===== config.mk =====
export PLATFORM = sky130hd
export DESIGN_NAME = adc_sample_ingest
export DESIGN_NICKNAME = d
export VERILOG_FILES = /design/src/rtl/modem_pkg.sv /design/src/rtl/sample_fifo.sv /design/src/rtl/adc_sample_ingest.sv
export SDC_FILE = /design/constraint.sdc
export NUM_CORES = 1
export LEC_CHECK = 0
export ABC_AREA = 1
export BUFFER_PORTS_ARGS = -buffer_cell sky130_fd_sc_hd__buf_4
export CAP_MARGIN = 20
export CORE_MARGIN = 2
export CORE_UTILIZATION = 30
export CTS_CLUSTER_DIAMETER = 40
export CTS_CLUSTER_SIZE = 28
export DETAILED_ROUTE_END_ITERATION = 12
export PLACE_DENSITY = 0.55
export SLEW_MARGIN = 15
export SYNTH_ARGS = -nofsm -noshare
export SYNTH_HDL_FRONTEND = slang
export SYNTH_SLANG_ARGS = --single-unit

===== constraint.sdc =====
create_clock -name Clk -period 2.1 [get_ports Clk]
set_input_delay 0.63 -clock Clk [delete_from_list [all_inputs] [get_ports Clk]]
set_output_delay 0.63 -clock Clk [all_outputs]
set_load 0.005 [all_outputs]

===== src/rtl/modem_pkg.sv =====
// Shared modem types: sample format, ADC width and ingest FSM encoding.
package modem_pkg;

  localparam int ADC_W = 8;

  typedef logic signed [ADC_W-1:0] sample_t;

  typedef enum logic [1:0] {
    IDLE = 2'd0,
    ARM  = 2'd1,
    RUN  = 2'd2
  } ingest_state_t;

  // Offset-binary to two's complement: flipping the MSB re-centres 0x80 to zero.
  function automatic sample_t ob_to_tc(input logic [ADC_W-1:0] d);
    return {~d[ADC_W-1], d[ADC_W-2:0]};
  endfunction

endpackage


===== src/rtl/sample_fifo.sv =====
// First-word fall-through FIFO with registered head, occupancy and synchronous flush.
module sample_fifo #(
  parameter int WIDTH = 8,
  parameter int DEPTH = 16
) (
  input  logic                     clk_i,
  input  logic                     rst_ni,
  input  logic                     flush_i,
  input  logic                     push_i,
  input  logic [WIDTH-1:0]         din_i,
  input  logic                     pop_i,
  output logic [WIDTH-1:0]         dout_o,
  output logic                     full_o,
  output logic                     empty_o,
  output logic [$clog2(DEPTH):0]   level_o
);

  localparam int AW = $clog2(DEPTH);

  logic [WIDTH-1:0] mem_q [DEPTH];
  logic [AW-1:0]    wr_ptr_q, wr_ptr_d;
  logic [AW-1:0]    rd_ptr_q, rd_ptr_d;
  logic [AW:0]      count_q, count_d;
  logic [WIDTH-1:0] dout_q;
  logic             do_push, do_pop;

  assign full_o  = (count_q == (AW+1)'(DEPTH));
  assign empty_o = (count_q == '0);
  assign do_pop  = pop_i & ~empty_o;
  // A pop in the same cycle frees the slot, so a full FIFO still accepts the push.
  assign do_push = push_i & (~full_o | do_pop);

  always_comb begin
    wr_ptr_d = wr_ptr_q;
    rd_ptr_d = rd_ptr_q;
    count_d  = count_q;
    if (do_push) wr_ptr_d = wr_ptr_q + 1'b1;
    if (do_pop)  rd_ptr_d = rd_ptr_q + 1'b1;
    case ({do_push, do_pop})
      2'b10:   count_d = count_q + 1'b1;
      2'b01:   count_d = count_q - 1'b1;
      default: count_d = count_q;
    endcase
  end

  always_ff @(posedge clk_i or negedge rst_ni) begin
    if (!rst_ni) begin
      wr_ptr_q <= '0;
      rd_ptr_q <= '0;
      count_q  <= '0;
      dout_q   <= '0;
    end else if (flush_i) begin
      wr_ptr_q <= '0;
      rd_ptr_q <= '0;
      count_q  <= '0;
    end else begin
      wr_ptr_q <= wr_ptr_d;
      rd_ptr_q <= rd_ptr_d;
      count_q  <= count_d;
      // Head register; the next head is the incoming word only when it lands in the read slot.
      if (count_d != '0)
        dout_q <= (do_push && (rd_ptr_d == wr_ptr_q)) ? din_i : mem_q[rd_ptr_d];
    end
  end

  always_ff @(posedge clk_i) begin
    if (do_push && !flush_i) mem_q[wr_ptr_q] <= din_i;
  end

  assign dout_o  = dout_q;
  assign level_o = count_q;

endmodule


===== src/rtl/adc_sample_ingest.sv =====
// ADC sample ingest: AdcClk edge detect, arming FSM, offset-binary conversion, FIFO and drop accounting.
// Build option DC_REMOVE_EN adds an IIR DC-removal stage ahead of the FIFO.
module adc_sample_ingest
  import modem_pkg::*;
#(
  parameter int FIFO_DEPTH = 16,
  parameter int DC_SHIFT   = 6,
  parameter int DROP_CNT_W = 16
) (
  input  logic                          Clk,
  input  logic                          Reset_n,
  input  logic                          Enable,
  input  logic                          Flush,
  input  logic                          AdcClk,
  input  logic [ADC_W-1:0]              AdcData,
  output logic [ADC_W-1:0]              SampleOut,
  output logic                          SampleValid,
  input  logic                          SampleReady,
  output logic                          Overflow,
  output logic [DROP_CNT_W-1:0]         DropCnt,
  output logic [$clog2(FIFO_DEPTH):0]   Level,
  output logic [1:0]                    DbgState
);

  // Handshake: a sample transfers on a Clk edge where SampleValid & SampleReady;
  // SampleValid never depends on SampleReady and SampleOut is stable while valid.

  ingest_state_t      state_q;
  logic               adc_clk_q;
  logic               fall, rise;
  logic               cap_vld_q, cap_vld_d;
  sample_t            cap_q;
  logic               push, pop, drop, fifo_full, fifo_empty;
  logic [ADC_W-1:0]   push_data;
  logic               overflow_q;
  logic [DROP_CNT_W-1:0] drop_cnt_q;

  assign fall      = adc_clk_q & ~AdcClk;
  assign rise      = ~adc_clk_q & AdcClk;
  assign cap_vld_d = fall & Enable & (state_q == RUN);

  always_ff @(posedge Clk or negedge Reset_n) begin
    if (!Reset_n) begin
      adc_clk_q <= 1'b1;
      state_q   <= IDLE;
    end else begin
      adc_clk_q <= AdcClk;
      if (!Enable) begin
        state_q <= IDLE;
      end else begin
        case (state_q)
          IDLE:    state_q <= ARM;
          ARM:     if (rise) state_q <= RUN;
          RUN:     state_q <= RUN;
          default: state_q <= IDLE;
        endcase
      end
    end
  end

  always_ff @(posedge Clk or negedge Reset_n) begin
    if (!Reset_n) begin
      cap_vld_q <= 1'b0;
      cap_q     <= '0;
    end else begin
      cap_vld_q <= cap_vld_d & ~Flush;
      if (cap_vld_d) cap_q <= ob_to_tc(AdcData);
    end
  end

`ifdef DC_REMOVE_EN
  localparam int ACC_W = ADC_W + DC_SHIFT;

  logic signed [ACC_W-1:0] acc_q, dc_est;
  logic signed [ACC_W:0]   err;
  sample_t                 err_sat, dc_q;
  logic                    dc_vld_q;

  always_comb begin
    dc_est = acc_q >>> DC_SHIFT;
    err    = $signed({{(DC_SHIFT+1){cap_q[ADC_W-1]}}, cap_q})
           - $signed({dc_est[ACC_W-1], dc_est});
    if (err > 127)       err_sat = 8'sd127;
    else if (err < -128) err_sat = -8'sd128;
    else                 err_sat = err[ADC_W-1:0];
  end

  always_ff @(posedge Clk or negedge Reset_n) begin
    if (!Reset_n) begin
      acc_q    <= '0;
      dc_q     <= '0;
      dc_vld_q <= 1'b0;
    end else if (Flush) begin
      acc_q    <= '0;
      dc_vld_q <= 1'b0;
    end else begin
      dc_vld_q <= cap_vld_q;
      if (cap_vld_q) begin
        acc_q <= acc_q + err[ACC_W-1:0];
        dc_q  <= err_sat;
      end
    end
  end

  assign push      = dc_vld_q;
  assign push_data = dc_q;
`else
  logic unused_dc_shift;
  assign unused_dc_shift = ^DC_SHIFT;
  assign push      = cap_vld_q;
  assign push_data = cap_q;
`endif

  assign pop  = ~fifo_empty & SampleReady;
  assign drop = push & fifo_full & ~pop;

  sample_fifo #(
    .WIDTH (ADC_W),
    .DEPTH (FIFO_DEPTH)
  ) u_fifo (
    .clk_i   (Clk),
    .rst_ni  (Reset_n),
    .flush_i (Flush),
    .push_i  (push),
    .din_i   (push_data),
    .pop_i   (pop),
    .dout_o  (SampleOut),
    .full_o  (fifo_full),
    .empty_o (fifo_empty),
    .level_o (Level)
  );

  always_ff @(posedge Clk or negedge Reset_n) begin
    if (!Reset_n) begin
      overflow_q <= 1'b0;
      drop_cnt_q <= '0;
    end else if (Flush) begin
      overflow_q <= 1'b0;
      drop_cnt_q <= '0;
    end else if (drop) begin
      overflow_q <= 1'b1;
      if (drop_cnt_q != '1) drop_cnt_q <= drop_cnt_q + 1'b1;
    end
  end

  assign SampleValid = ~fifo_empty;
  assign Overflow    = overflow_q;
  assign DropCnt     = drop_cnt_q;
  assign DbgState    = state_q;

endmodule


After elaboration in Yosys (flattened, before gate mapping)
Memory sizes are Yosys's and may differ from the RTL's. A register that Yosys moved wholly into a read port is not among the register bits. Index checks and enable logic that the tools add are counted.

Bits in registers: 42. Memories: 1. Input bits: 14. Bits in writable memories: 128. Output and inout bits: 33. Logic and storage cells: 67.

Equality and inequality tests: 7. Reductions and logical operators: 11. Add/sub/neg operators: 5. Bitwise operators: 18. Muxes and demuxes: 16.

Memories: u_fifo.mem_q (words 16, width 8, rd ports 1, clocked after memory_dff 1, wr ports 1, RTL line sample_fifo.sv:20) `logic [WIDTH-1:0] mem_q [DEPTH];`.

Operators with widths (number): 16-bit two-way mux (3); 16-bit by 1-bit adder with 16-bit output (second input constant) (1); 4-bit two-way mux (4); 16-bit inequality test (second input constant) (1); 1-bit bitwise AND (10); 5-bit case mux with 2 select lines (1); 4-bit by 1-bit adder with 4-bit output (second input constant) (2); 1-bit NOT (7); 2-bit case mux with 3 select lines (1); 2-bit nonzero test (3); 5-bit by 1-bit adder with 5-bit output (second input constant) (1); 5-bit equality test (second input constant) (1); 5-bit zero test (1); 5-bit two-way mux (1); 5-bit nonzero test (1); 5-bit by 1-bit subtractor with 5-bit output (second input constant) (1); 2-bit by 1-bit equality test with 1-bit output (second input constant) (2); 2-bit equality test (second input constant) (2); 1-bit two-way mux (4); 2-bit two-way mux (2); 2-bit AND reduction (2); 3-bit inequality test (second input constant) (1); 1-bit zero test (2); 2-bit zero test (1); 2 further kinds (2).

Depth between registers and ports, before layout
Gate-level depths: netlist of the first run.

Word-level depth: 10. Depth in mapped cells: 20. Depth with buffers taken out: 20.

Modules after synthesis
Synthesis of the first run repeated with hierarchy kept, for this count alone.

Cells, all modules: 908. Area, all modules: 8734.6 um^2.

By module, submodules not included: sample_fifo (area an instance 7189.4 um^2, sequential area each 4369.2 um^2, instances 1, cells each 719); adc_sample_ingest (area an instance 1545.2 um^2, sequential area each 726.9 um^2, instances 1, cells each 189).

Worst setup path before layout of the first run
Ideal clock, no wire load.

Path type: register to register. Start point: register u_fifo.count_q[3], in the netlist u_fifo.level_o[3]. End point: register u_fifo.dout_q[0], in the netlist u_fifo.dout_o[0] (read register of u_fifo.mem_q). Data arrival time: 2.071 ns. Clock period less this slack: 2.188 ns. Path slack: -0.088 ns. Required time: 1.983 ns. Stages on the path, launching flop included: 20. Setup time: 0.117 ns. Path buffers: 0. Cell sequence: dfrtp_1 -> nor2_2 -> nand3_4 -> nand3_1 -> nand2_1 -> nand2_1 -> inv_1 -> ha_1 -> inv_1 -> nand2_1 -> inv_1 -> nand2_1 -> nand2_1 -> nand3_1 -> nand3_1 -> nand2_1 -> inv_2 -> nand2_2 -> nand2_1 -> nand2_1.

Cells in the longest elaborated chain, start to end: 10. Elaborated cells between the ends (all ways): 16. Those cells by class: add/sub: 2; eq/ne: 3; mux: 2; bitwise: 6; reduce/logical: 3.

Ends and longest elaborated chain: start: declaration (RTL line sample_fifo.sv:23) `logic [AW:0] count_q, count_d;`; start signal: assignment (RTL line sample_fifo.sv:59) `count_q <= count_d;`; 5-bit zero test * (RTL line sample_fifo.sv:28) `assign empty_o = (count_q == '0);`; 1-bit NOT *; net SampleValid (RTL line adc_sample_ingest.sv:17) `output logic SampleValid,`; 1-bit bitwise AND (RTL line adc_sample_ingest.sv:114) `assign pop = ~fifo_empty & SampleReady;`; 1-bit bitwise AND * (RTL line sample_fifo.sv:29) `assign do_pop = pop_i & ~empty_o;`; 1-bit OR (RTL line sample_fifo.sv:31) `assign do_push = push_i & (~full_o | do_pop);`; 1-bit bitwise AND (RTL line sample_fifo.sv:31); 2-bit by 1-bit equality test with 1-bit output or 2-bit equality test (tied branches) (RTL line sample_fifo.sv:39) `case ({do_push, do_pop})`; 5-bit case mux with 2 select lines (RTL line sample_fifo.sv:39); 5-bit nonzero test (RTL line sample_fifo.sv:61) `if (count_d != '0)`; 2-bit AND reduction (no source line); end: declaration (RTL line sample_fifo.sv:24) `logic [WIDTH-1:0] dout_q;`.

Mark *: on every way through the listed nets, which the timed path passes. The rest lies on a longest branch. A chain may end at the register's enable or synchronous reset.

Worst setup path after layout of the first run
Start point: register u_fifo.count_q[2], in the netlist u_fifo.level_o[2]. End point: register u_fifo.dout_q[3], in the netlist u_fifo.dout_o[3] (read register of u_fifo.mem_q).

Cells in the longest elaborated chain, start to end: 10. Elaborated cells between the ends (all ways): 16. Those cells by class: add/sub: 2; eq/ne: 3; mux: 2; bitwise: 6; reduce/logical: 3.

Ends and longest elaborated chain (RTL line): 5-bit zero test (sample_fifo.sv:28); 1-bit NOT (sample_fifo.sv:29, adc_sample_ingest.sv:114); 1-bit bitwise AND (adc_sample_ingest.sv:114); 1-bit bitwise AND (sample_fifo.sv:29); 1-bit OR (sample_fifo.sv:31); 1-bit bitwise AND (sample_fifo.sv:31); 2-bit by 1-bit equality test with 1-bit output or 2-bit equality test (tied branches) (sample_fifo.sv:39); 5-bit case mux with 2 select lines (sample_fifo.sv:39); 5-bit nonzero test (sample_fifo.sv:61); 2-bit AND reduction (no source line).

Several ways; a longest one is shown, not always the timed one.

==> qor.csv, run 1 <==
stage;metric;value;unit
clocking;clk sinks;178;
sta;Worst slew margin;45.8;%
cells_and_area;Layout Nets;1054;
sta;Worst Max-Slew Pin Slew;0.813;ns
drt;vias after detailed routing;6680;
drt;Initial DRC Count;516;
sta;Slew Viols, Final;0;
cells_and_area;Final Instance Area;0.0115;mm^2
die;die width;172;um
critical_path;crit path capture type;register;
clocking;H-tree levels;4;
global_routing;All-Layer GR Usage;16.4;%
sta;Max Fclk;453;MHz
sta;Tcrit/Tclk final;105;%
global_routing;number of global-route vias before repair;6401;
cells_and_area;diode count;0;
placed_design;Final GP Congestion;0.900;
drt;drt wl/cell;17.0;um
placed_design;Post-DP HPWL;15000;um
global_routing;first-pass GRT wire length;36400;um
synth;Yosys top cell area share;45.2;%
synth;asr flop ratio synth;28.1;%
drt;DR vias/cell;4.70;
synth;Mapped Cells;877;
synth;Seq/Total Area, Yosys;59.9;%
critical_path;CP arrival;2.53;ns
synth;count of flip-flops with a built-in enable after synthesis;128;
clocking;CTS tree;done;
drt;Pre-antenna DRT Iters;5;
die;Die ar.;0.0297;mm^2
synth;mapped cell area;0.00850;mm^2
outcome;status;finished with violations;
synth;Synth area leaders;edfxtp_1 (45%), dfrtp_1 (14%), nand3_1 (11%), nand2_1 (7.9%), inv_1 (6.0%);
critical_path;data required time of the critical path;2.42;ns
sta;setup violators final;8;
die;Top-Level Pins;47;
die;core region area;0.0279;mm^2
synth;most frequent cell after synthesis;nand2_1;
synth;Synth cell types;36;
synth;commonest cells in the synthesized netlist;nand2_1 (180), nand3_1 (179), inv_1 (136);
synth;synthesized area per cell;9.70;um^2
global_routing;pin count of the biggest net entering global routing;51;
sta;WHS;0.228;ns
job;max-cap violations;0;
outcome;failing checks;negative setup slack;
cells_and_area;share of cells above drive strength 1;31.3;%
clocking;Root Buffer;clkbuf_16;
sta;post-route setup slack;-0.107;ns
synth;Yosys warning count;0;
sta;Final Hold Fails;0;
clocking;clk slew on worst S/H paths;0.07;ns
clocking;clock buffer depth;2;
synth;Main synth FF type;edfxtp_1;
die;Starting Density;30.5;%
pwr;PD cells;770;mW/mm^2
die;Die Ht;172;um
drt;Routed Antenna Nets;0;
hold_path;Hold Path Class;primary input to asynchronous set/reset pin;
pwr;Lkg Pwr;5.07;nW
pwr;Max VDD drop;0.000750;V
placed_design;Cell Area, Placed;0.00993;mm^2
sta;clk_skew;0.0122;ns
placed_design;Port Buf Inserts;46;
synth;Synth area leader;edfxtp_1;
drt;DR DRC count;0;
critical_path;Startpoint Class;register;
critical_path;critical-path maximum fanout;5;
global_routing;initial antenna violation count;0;
sta;RSZ-0062 raised after global routing;true;
critical_path;CP Class;register to register;
sta;Final min period;2.21;ns
clocking;latest clock arrival within the worst-skew pair;0.43;ns
synth;Yosys reg bits;178;
drt;final wirelength;24100;um
die;row count;61;
clocking;CTS buffer count;17;
synth;Synth Net Count;901;
global_routing;Overflow after GRT;0;
cells_and_area;Area Overhead vs Synth;35.4;%
logic make-up (layout without fill, tap and decap cells):
family                   after synthesis  after routing  share of synthesized area (%)
AO/OA/AOI/OAI                         37             37                           2.60
AND/OR/NAND/NOR                      466            467                           25.9
flip-flops                           178            178                           59.9
multiplexers                           7              7                          0.927
XOR/XNOR                               4              4                          0.412
buffers and inverters                175            340                           8.72
adder cells (fa/ha/maj)               10             10                           1.47
placed cells by master (no fill, tap or decap), types with 2 or more instances in the layout:
cell type   count
nand2_1       153
inv_1         131
nand3_1       128
buf_4         128
edfxtp_1      128
dfrtp_1        49
nand3_2        49
nand3b_1       32
nor2_1         30
nand2_2        23
clkbuf_16      21
buf_12         15
o21ai_0        13
nand4_1        12
a21oi_1        12
buf_6          12
nand2_4         9
nor3_1          8
ha_1            8
nor2_2          7
mux2_2          7
nor2_4          6
inv_2           5
inv_4           5
inv_6           5
nand3_4         4
buf_16          4
nand2_8         3
xor2_1          3
clkinv_2        3
clkinvlp_4      3
o21bai_1        2
o21ai_4         2
nor3_2          2
a211oi_1        2
inv_8           2
what timing repair did:
| item | in CTS | in global routing |
|---|---|---|
| buffers inserted | 20 | 6 |
| endpoints found under the setup margin | 21 | 135 |
| hold buffers | 0 | 0 |
| hold endpoints to repair | 0 | 0 |
| resized for setup | 86 | 55 |
| cloned | 8 | 5 |
| pin swaps | 30 | 34 |
worst max-delay path: stages (launching register included):
cell and delay (ns):
dfrtp_1 0.41, nor2_4 0.18, nand3_4 0.15, nand3_4 0.12, nand2_4 0.06, nand2_4 0.07
inv_2 0.04, ha_4 0.15, inv_4 0.05, nand2_4 0.04, inv_2 0.05, nand2_2 0.05
nand2_2 0.07, nand2_1 0.06, nand2_1 0.08, nand3_2 0.10, nand2_4 0.13, clkinvlp_4 0.15
nand3_2 0.10, nand2_1 0.05
where the power goes:
| part | internal (mW) | leakage (nW) | switching [mW] | total, mW |
|---|---|---|---|---|
| Sequential | 4.23 | 1.84 | 0.545 | 4.77 |
| Clock | 1.57 | 0.273 | 1.42 | 3.00 |
| Combinational | 0.522 | 2.96 | 0.576 | 1.10 |
| Total | 6.33 | 5.07 | 2.54 | 8.87 |
routing by layer:
metal	wire, um	track usage, %
met4	563	5.70
met2	11300	26.4
met1	11100	22.4
met5	0	0
met3	1120	2.68
cell type report:
cell class	count	area (um^2)
Sequential cell	178	5100
Clock inverter	13	101
Multi-Input combinational cell	525	3190
Inverter	141	542
Tap cell	378	473
Fill cell	2662	16300
Timing Repair Buffer	165	1650
Clock buffer	19	443
Timing Repair inverter	2	15.0
through the flow:
step | utilization [%] | total power [mW] | setup WS, ns | TNS (ns) | instances
after floorplan | - | 5.03 | -0.00220 | -0.0176 | 877
after global placement | 35.7 | 5.75 | -0.185 | -12.64 | 1354
after detailed placement | 35.7 | 5.77 | -0.181 | -9.81 | 1354
after CTS | 40.1 | 8.87 | -0.0553 | -0.164 | 1412
after global routing | 41.3 | 9.21 | -0.251 | -1.93 | 1421
final | 41.3 | 8.87 | -0.107 | -0.572 | 1421
flip-flops by register name (all words and copies together), names as in the netlist:
signal and flops:
cap_vld_q 1, DropCnt 16, u_fifo.mem_q 128, u_fifo.dout_o 8, adc_clk_q 1, u_fifo.wr_ptr_q 4
u_fifo.rd_ptr_q 4, u_fifo.level_o 5, Overflow 1, DbgState 2, cap_q 8
worst paths after layout:
path	from	endpoint	slack (ns)	depth (start not counted)
max	u_fifo.level_o[2]	u_fifo.dout_o[3]	-0.11	19
min	Reset_n	u_fifo.level_o[4]	0.23	1
max reg2reg	u_fifo.level_o[2]	u_fifo.dout_o[3]	-0.11	19
min reg2reg	u_fifo.dout_o[3]	u_fifo.dout_o[3]	0.52	2
max in group asynchronous	Reset_n	DropCnt[1]	1.42	1
min in group Clk	AdcClk	adc_clk_q	0.32	1
Power figures use the tool's default switching activity.
==> run 2, diff against run 1 <==
- BUFFER_PORTS_ARGS: -buffer_cell sky130_fd_sc_hd__buf_4 -> not set
- DONT_BUFFER_PORTS: not set -> 1
- PLACE_DENSITY: 0.55 -> 0.53
==> run 2 against run 1 <==
The run still ends with negative setup slack left. Wire length down 6.7%. Critical path depth unchanged. Final area shrank 7.2%. Sequential power barely moved.
==> qor.csv, run 2 (synthesis gave the netlist of run 1 again) <==
stage;metric;value;unit;change
placed_design;Cell Area, Placed;0.00947;mm^2;was 0.00993 mm^2
die;Top-Level Pins;47;;unchanged
cells_and_area;share of cells above drive strength 1;22.4;%;was 31.3%
drt;Pre-antenna DRT Iters;5;;unchanged
pwr;PD cells;838;mW/mm^2;was 770 mW/mm^2
sta;RSZ-0062 raised after global routing;true;;unchanged
cells_and_area;Final Instance Area;0.0107;mm^2;was 0.0115 mm^2
critical_path;crit path capture type;register;;unchanged
critical_path;critical path launch point;u_fifo.level_o[3];;was u_fifo.level_o[2]
cells_and_area;commonest non-fill, non-tap cell in the layout;nand2_1;;unchanged
cells_and_area;fillcell total;2707;;was 2662
cells_and_area;Area Overhead vs Synth;25.7;%;was 35.4%
sta;Worst slew margin;43.9;%;was 45.8%
critical_path;CP Class;register to register;;unchanged
sta;clk_skew;0.0134;ns;was 0.0122 ns
drt;Initial DRC Count;472;;was 516
critical_path;Critical Path Sink;u_fifo.dout_o[2];;was u_fifo.dout_o[3]
critical_path;reg-to-reg startpoint;u_fifo.level_o[3];;was u_fifo.level_o[2]
cells_and_area;diode count;0;;unchanged
critical_path;worst flop-to-flop path endpoint;u_fifo.dout_o[2];;was u_fifo.dout_o[3]
job;max-cap violations;0;;unchanged
die;Die Ht;172;um;unchanged
cells_and_area;register area;0.00510;mm^2;about the same
clocking;clk sinks;178;;unchanged
clocking;CTS buffer count;17;;unchanged
outcome;status;finished with violations;;unchanged
sta;Max Fclk;462;MHz;was 453 MHz
outcome;failing checks;negative setup slack;;unchanged
pwr;Overall Power;8.96;mW;was 8.87 mW
sta;Final Hold Fails;0;;unchanged
pwr;Max VDD drop;0.000840;V;was 0.000750 V
global_routing;first-pass GRT wire length;34500;um;was 36400 um
placed_design;Post-DP HPWL;14600;um;was 15000 um
sta;Final min period;2.16;ns;was 2.21 ns
cells_and_area;Layout Nets;975;;was 1054
drt;DR vias/cell;4.69;;was 4.70
die;core region area;0.0279;mm^2;unchanged
placed_design;Port Buf Inserts;0;;was 46
sta;Worst Max-Slew Pin Slew;0.842;ns;was 0.813 ns
global_routing;initial antenna violation count;1;;was 0
global_routing;All-Layer GR Usage;15.6;%;was 16.4%
drt;DR DRC count;0;;unchanged
drt;final wirelength;22500;um;was 24100 um
placed_design;Final GP Congestion;0.800;;was 0.900
global_routing;pin count of the biggest net entering global routing;50;;was 51
sta;final setup TNS;-0.291;ns;was -0.572 ns
drt;vias after detailed routing;6292;;was 6680
clocking;latest clock arrival within the worst-skew pair;0.43;ns;about the same
critical_path;data required time of the critical path;2.43;ns;was 2.42 ns
critical_path;Reg2Reg Setup Slack;-0.06;ns;was -0.11 ns
cells_and_area;most frequent cells in the layout;nand2_1 (162), nand3_1 (148), inv_1 (132), edfxtp_1 (128), buf_4 (66);;was nand2_1 (153), inv_1 (131), nand3_1 (128), buf_4 (128), edfxtp_1 (128)
clocking;CTS tree;done;;unchanged
sta;Slew Viols, Final;0;;unchanged
drt;Routed Antenna Nets;0;;unchanged
hold_path;Hold Path Class;primary input to asynchronous set/reset pin;;unchanged
cells_and_area;Multi-input gate area;0.00299;mm^2;was 0.00319 mm^2
global_routing;Overflow after GRT;0;;unchanged
die;die width;172;um;unchanged
die;Starting Density;30.5;%;unchanged
sta;setup violators final;5;;was 8
clocking;clk slew on worst S/H paths;0.07;ns;about the same
sta;Tcrit/Tclk final;103;%;was 105%
cells_and_area;Biggest register;u_fifo.mem_q;;unchanged
critical_path;critical-path maximum fanout;6;;was 5
die;Die ar.;0.0297;mm^2;unchanged
die;row count;61;;unchanged
sta;post-route setup slack;-0.0649;ns;was -0.107 ns
cells_and_area;max reg flops;128;;unchanged
clocking;Root Buffer;clkbuf_16;;unchanged
critical_path;Worst Reg-to-Reg Cells;19;;unchanged
drt;drt wl/cell;16.8;um;was 17.0 um
critical_path;CP arrival;2.49;ns;was 2.53 ns
clocking;H-tree levels;4;;unchanged
pwr;Lkg Pwr;4.64;nW;was 5.07 nW
global_routing;number of global-route vias before repair;5942;;was 6401
clocking;clock buffer depth;2;;unchanged
critical_path;Startpoint Class;register;;unchanged
[run 2: through the flow]
stage / setup slack (ns) / hold WS [ns] / utilization [%] / instances
finish: -0.0649 / 0.0359 / 38.4 / 1342
global route: -0.189 / 0.0121 / 38.4 / 1342
CTS: -0.0114 / 0.0170 / 37.6 / 1339
detailed placement: -0.122 / 0.337 / 34.0 / 1294
global placement: -0.0694 / 0.337 / 34.0 / 1294
floorplan: -0.00220 / 0.334 / - / 877
[run 2: routing by layer]
| layer | vias up | global-route usage (%) | part of all wire [%] |
|---|---|---|---|
| met4 | 0 | 5.74 | 2.0 |
| met3 | 25 | 2.59 | 4.4 |
| met5 | - | 0 | 0 |
| met2 | 137 | 25.3 | 49 |
| met1 | 3048 | 21.2 | 45 |
| li1 | 3082 | - | - |
[run 2: cell type report]
class	count	share of cell area, %
timing repair buffer	88	8.93
clock buffer	21	4.92
timing repair inverter	1	0.0702
clock inverter	11	0.960
multi-input combinational	524	28.0
inverter	141	5.03
tap	378	4.43
sequential	178	47.7
[run 2: where the power goes]
part           switching (mW)  internal (mW)
registers               0.519           4.23
clock network            1.42           1.84
logic                   0.559          0.397
total                    2.49           6.47
[run 2: worst min path at each step]
| stage | startpoint | endpoint | slack [ns] | cells after the start |
|---|---|---|---|---|
| 6_report | Reset_n | adc_clk_q | 0.04 | 0 |
| 5_1_grt | Reset_n | adc_clk_q | 0.01 | 0 |
| 4_1_cts | Reset_n | adc_clk_q | 0.02 | 0 |
| 3_5_place_dp | Reset_n | u_fifo.level_o[4] | 0.34 | 0 |
| 3_3_place_gp | Reset_n | u_fifo.level_o[4] | 0.34 | 0 |
| 2_1_floorplan | Reset_n | DbgState[0] | 0.33 | 0 |
[run 2: worst max-delay path, cell delays in order (launching register included)]
cell	delay [ns]
dfrtp_1	0.41
nor2_4	0.15
nand3_4	0.14
nand3_4	0.11
nand2_2	0.07
nand2_2	0.07
inv_2	0.04
ha_4	0.14
inv_2	0.04
nand2_2	0.06
inv_2	0.05
nand2_1	0.04
nand2_1	0.07
nand2_1	0.06
nand2_1	0.10
nand3_2	0.10
nand2_4	0.13
clkinvlp_4	0.14
nand3_2	0.08
nand2_1	0.05
[run 2: what timing repair did]
action,in CTS,in global routing
hold endpoints to repair,49,0
pin swaps,10,24
setup buffers,6,3
hold buffers,1,0
cloned,6,0
setup endpoints to repair,15,126
resized for setup,37,45
==> run 3, diff against run 2 <==
- SETUP_SLACK_MARGIN: not set -> 0.4
==> run 3 against run 2 <==
The run still ends with negative setup slack left. Non-clock buffer count is 18 higher. Total power is 1.4% lower. Register-to-register slack hardly changed. Via count is 1.1% higher. Combinational power is 7.4% lower. Utilization is 1.7 points higher. First-iteration DRC count is 4.0% higher. Clock-buffer cell count is 4 lower. Global-route usage is 0.061 points higher. Critical endpoint is now SampleValid. Largest power group unchanged.
==> qor.csv, run 3 (synthesis gave the netlist of run 1 again) <==
stage;metric;value;unit;change
critical_path;reg-to-reg startpoint;u_fifo.level_o[0];;was u_fifo.level_o[3]
die;Die ar.;0.0297;mm^2;unchanged
pwr;PD cells;791;mW/mm^2;was 838 mW/mm^2
placed_design;Port Buf Inserts;0;;unchanged
sta;Final Hold Fails;0;;unchanged
sta;RSZ-0062 raised after global routing;true;;unchanged
cells_and_area;diode count;0;;unchanged
critical_path;critical-path maximum fanout;6;;unchanged
pwr;internal power;6.39;mW;was 6.47 mW
clocking;latest clock arrival within the worst-skew pair;0.44;ns;was 0.43 ns
global_routing;first-pass GRT wire length;35000;um;was 34500 um
outcome;status;finished with violations;;unchanged
cells_and_area;Final Instance Area;0.0112;mm^2;was 0.0107 mm^2
clocking;clock buffer depth;2;;unchanged
clocking;H-tree levels;4;;unchanged
critical_path;worst flop-to-flop path endpoint;u_fifo.dout_o[1];;was u_fifo.dout_o[2]
cells_and_area;Layout Nets;994;;was 975
pwr;Net Sw Frac;27.6;%;was 27.8%
sta;Final min period;2.17;ns;was 2.16 ns
sta;Tcrit/Tclk final;103;%;about the same
cells_and_area;Biggest register;u_fifo.mem_q;;unchanged
die;Die Ht;172;um;unchanged
sta;Worst Max-Slew Pin Slew;0.810;ns;was 0.842 ns
die;core region area;0.0279;mm^2;unchanged
pwr;switching power total;2.44;mW;was 2.49 mW
drt;DR vias/cell;4.67;;was 4.69
cells_and_area;Layout Cells excl Fill;1361;;was 1342
global_routing;Overflow after GRT;0;;unchanged
placed_design;Cell Area, Placed;0.00957;mm^2;was 0.00947 mm^2
hold_path;Hold Path Class;primary input to asynchronous set/reset pin;;unchanged
cells_and_area;Area Overhead vs Synth;31.4;%;was 25.7%
pwr;sequential power share;53.5;%;was 53.0%
critical_path;Worst Reg-to-Reg Cells;15;;was 19
sta;clk_skew;0.0160;ns;was 0.0134 ns
pwr;clock share of power;36.5;%;was 36.4%
clocking;CTS tree;done;;unchanged
drt;drt wl/cell;16.4;um;was 16.8 um
pwr;Max VDD drop;0.000942;V;was 0.000840 V
clocking;Root Buffer;clkbuf_16;;unchanged
pwr;Comb power frac;10.0;%;was 10.7%
sta;WHS;0.0361;ns;was 0.0359 ns
die;die width;172;um;unchanged
drt;vias after detailed routing;6360;;was 6292
critical_path;Startpoint Class;register;;unchanged
die;Starting Density;30.5;%;unchanged
drt;Initial DRC Count;491;;was 472
drt;Pre-antenna DRT Iters;5;;unchanged
clocking;CTS buffer count;17;;unchanged
sta;Worst slew margin;46.0;%;was 43.9%
critical_path;CP arrival;1.54;ns;was 2.49 ns
sta;post-route setup slack;-0.0673;ns;was -0.0649 ns
cells_and_area;most frequent cells in the layout;nand3_1 (156), nand2_1 (152), inv_1 (129), edfxtp_1 (128), buf_4 (58);;was nand2_1 (162), nand3_1 (148), inv_1 (132), edfxtp_1 (128), buf_4 (66)
pwr;Lkg Pwr;4.76;nW;was 4.64 nW
job;max-cap violations;0;;unchanged
cells_and_area;commonest non-fill, non-tap cell in the layout;nand3_1;;was nand2_1
sta;Max Fclk;461;MHz;was 462 MHz
placed_design;Placed Instances;1288;;was 1294
critical_path;crit path capture type;output pin;;was register
critical_path;CP Class;register to output pin;;was register to register
placed_design;Post-DP HPWL;14200;um;was 14600 um
drt;final wirelength;22400;um;was 22500 um
placed_design;Final GP Congestion;0.789;;was 0.800
global_routing;All-Layer GR Usage;15.7;%;was 15.6%
critical_path;Critical Path Sink;SampleValid;;was u_fifo.dout_o[2]
sta;Slew Viols, Final;0;;unchanged
die;row count;61;;unchanged
outcome;failing checks;negative setup slack;;unchanged
cells_and_area;share of cells above drive strength 1;26.4;%;was 22.4%
clocking;clk sinks;178;;unchanged
global_routing;pin count of the biggest net entering global routing;50;;unchanged
drt;Routed Antenna Nets;0;;unchanged
cells_and_area;max reg flops;128;;unchanged
critical_path;critical path launch point;u_fifo.level_o[0];;was u_fifo.level_o[3]
drt;DR DRC count;0;;unchanged
global_routing;number of global-route vias before repair;6186;;was 5942
sta;setup violators final;9;;was 5
cells_and_area;fillcell total;2674;;was 2707
critical_path;Reg2Reg Setup Slack;-0.05;ns;was -0.06 ns
clocking;clk slew on worst S/H paths;0.07;ns;about the same
sta;final setup TNS;-0.306;ns;was -0.291 ns
global_routing;initial antenna violation count;0;;was 1
critical_path;data required time of the critical path;1.47;ns;was 2.43 ns
die;Top-Level Pins;47;;unchanged
run 3: layout make-up:
class / instances / area [um^2] / area share [%]
timing repair inverter: 1 / 7.51 / 0.0672
clock inverter: 15 / 171 / 1.53
multi-input combinational: 525 / 3220 / 28.8
sequential: 178 / 5100 / 45.6
inverter: 141 / 538 / 4.82
timing repair buffer: 106 / 1240 / 11.1
clock buffer: 17 / 425 / 3.81
tap: 378 / 473 / 4.23
run 3: metrics by stage:
stage / worst slack [ns] / utilization, % / power, mW
final: -0.0673 / 40.1 / 8.84
after global routing: -0.180 / 40.1 / 9.22
after CTS: 0.0172 / 38.9 / 8.89
after detailed placement: -0.0706 / 34.3 / 5.58
after global placement: -0.0190 / 34.3 / 5.56
after floorplan: 0.00202 / - / 5.03
run 3: worst min path at each step:
stage | startpoint | to | cells after the start
2_1_floorplan | Reset_n | DbgState[0] | 0
3_3_place_gp | Reset_n | u_fifo.level_o[4] | 0
3_5_place_dp | Reset_n | u_fifo.level_o[4] | 0
4_1_cts | Reset_n | adc_clk_q | 0
5_1_grt | Reset_n | adc_clk_q | 0
6_report | Reset_n | adc_clk_q | 0
run 3: critical path: stages, from the launching register on:
cell	delay [ns]
dfrtp_1	0.41
nor2_4	0.14
nand3_4	0.15
buf_4	0.18
buf_6	0.11
buf_4	0.12
run 3: per-layer routing:
metal	routed length (um)	vias to the layer above	GRT usage [%]	share of wire, %
li1	-	3114	-	-
met1	10100	3066	21.3	45
met2	10700	158	25.3	48
met3	1200	22	2.86	5.4
met4	374	0	5.48	1.7
met5	0	-	0	0
run 3: power by group through the flow:
stage                     sequential [mW]  clock (mW)  combinational, mW
after global placement               4.81           0              0.749
after CTS                            4.76        3.28              0.847
after global routing                 4.80        3.44              0.983
after detailed placement             4.82           0              0.758
final                                4.73        3.22              0.884
after floorplan                      4.53           0              0.502
run 3: repair_timing:
item | CTS | global route
hold endpoints to repair | 49 | 0
hold buffers | 1 | 0
setup buffers | 26 | 9
resized for setup | 64 | 59
pin swaps | 35 | 41
gates cloned | 4 | 1
endpoints found under the setup margin | 154 | 124
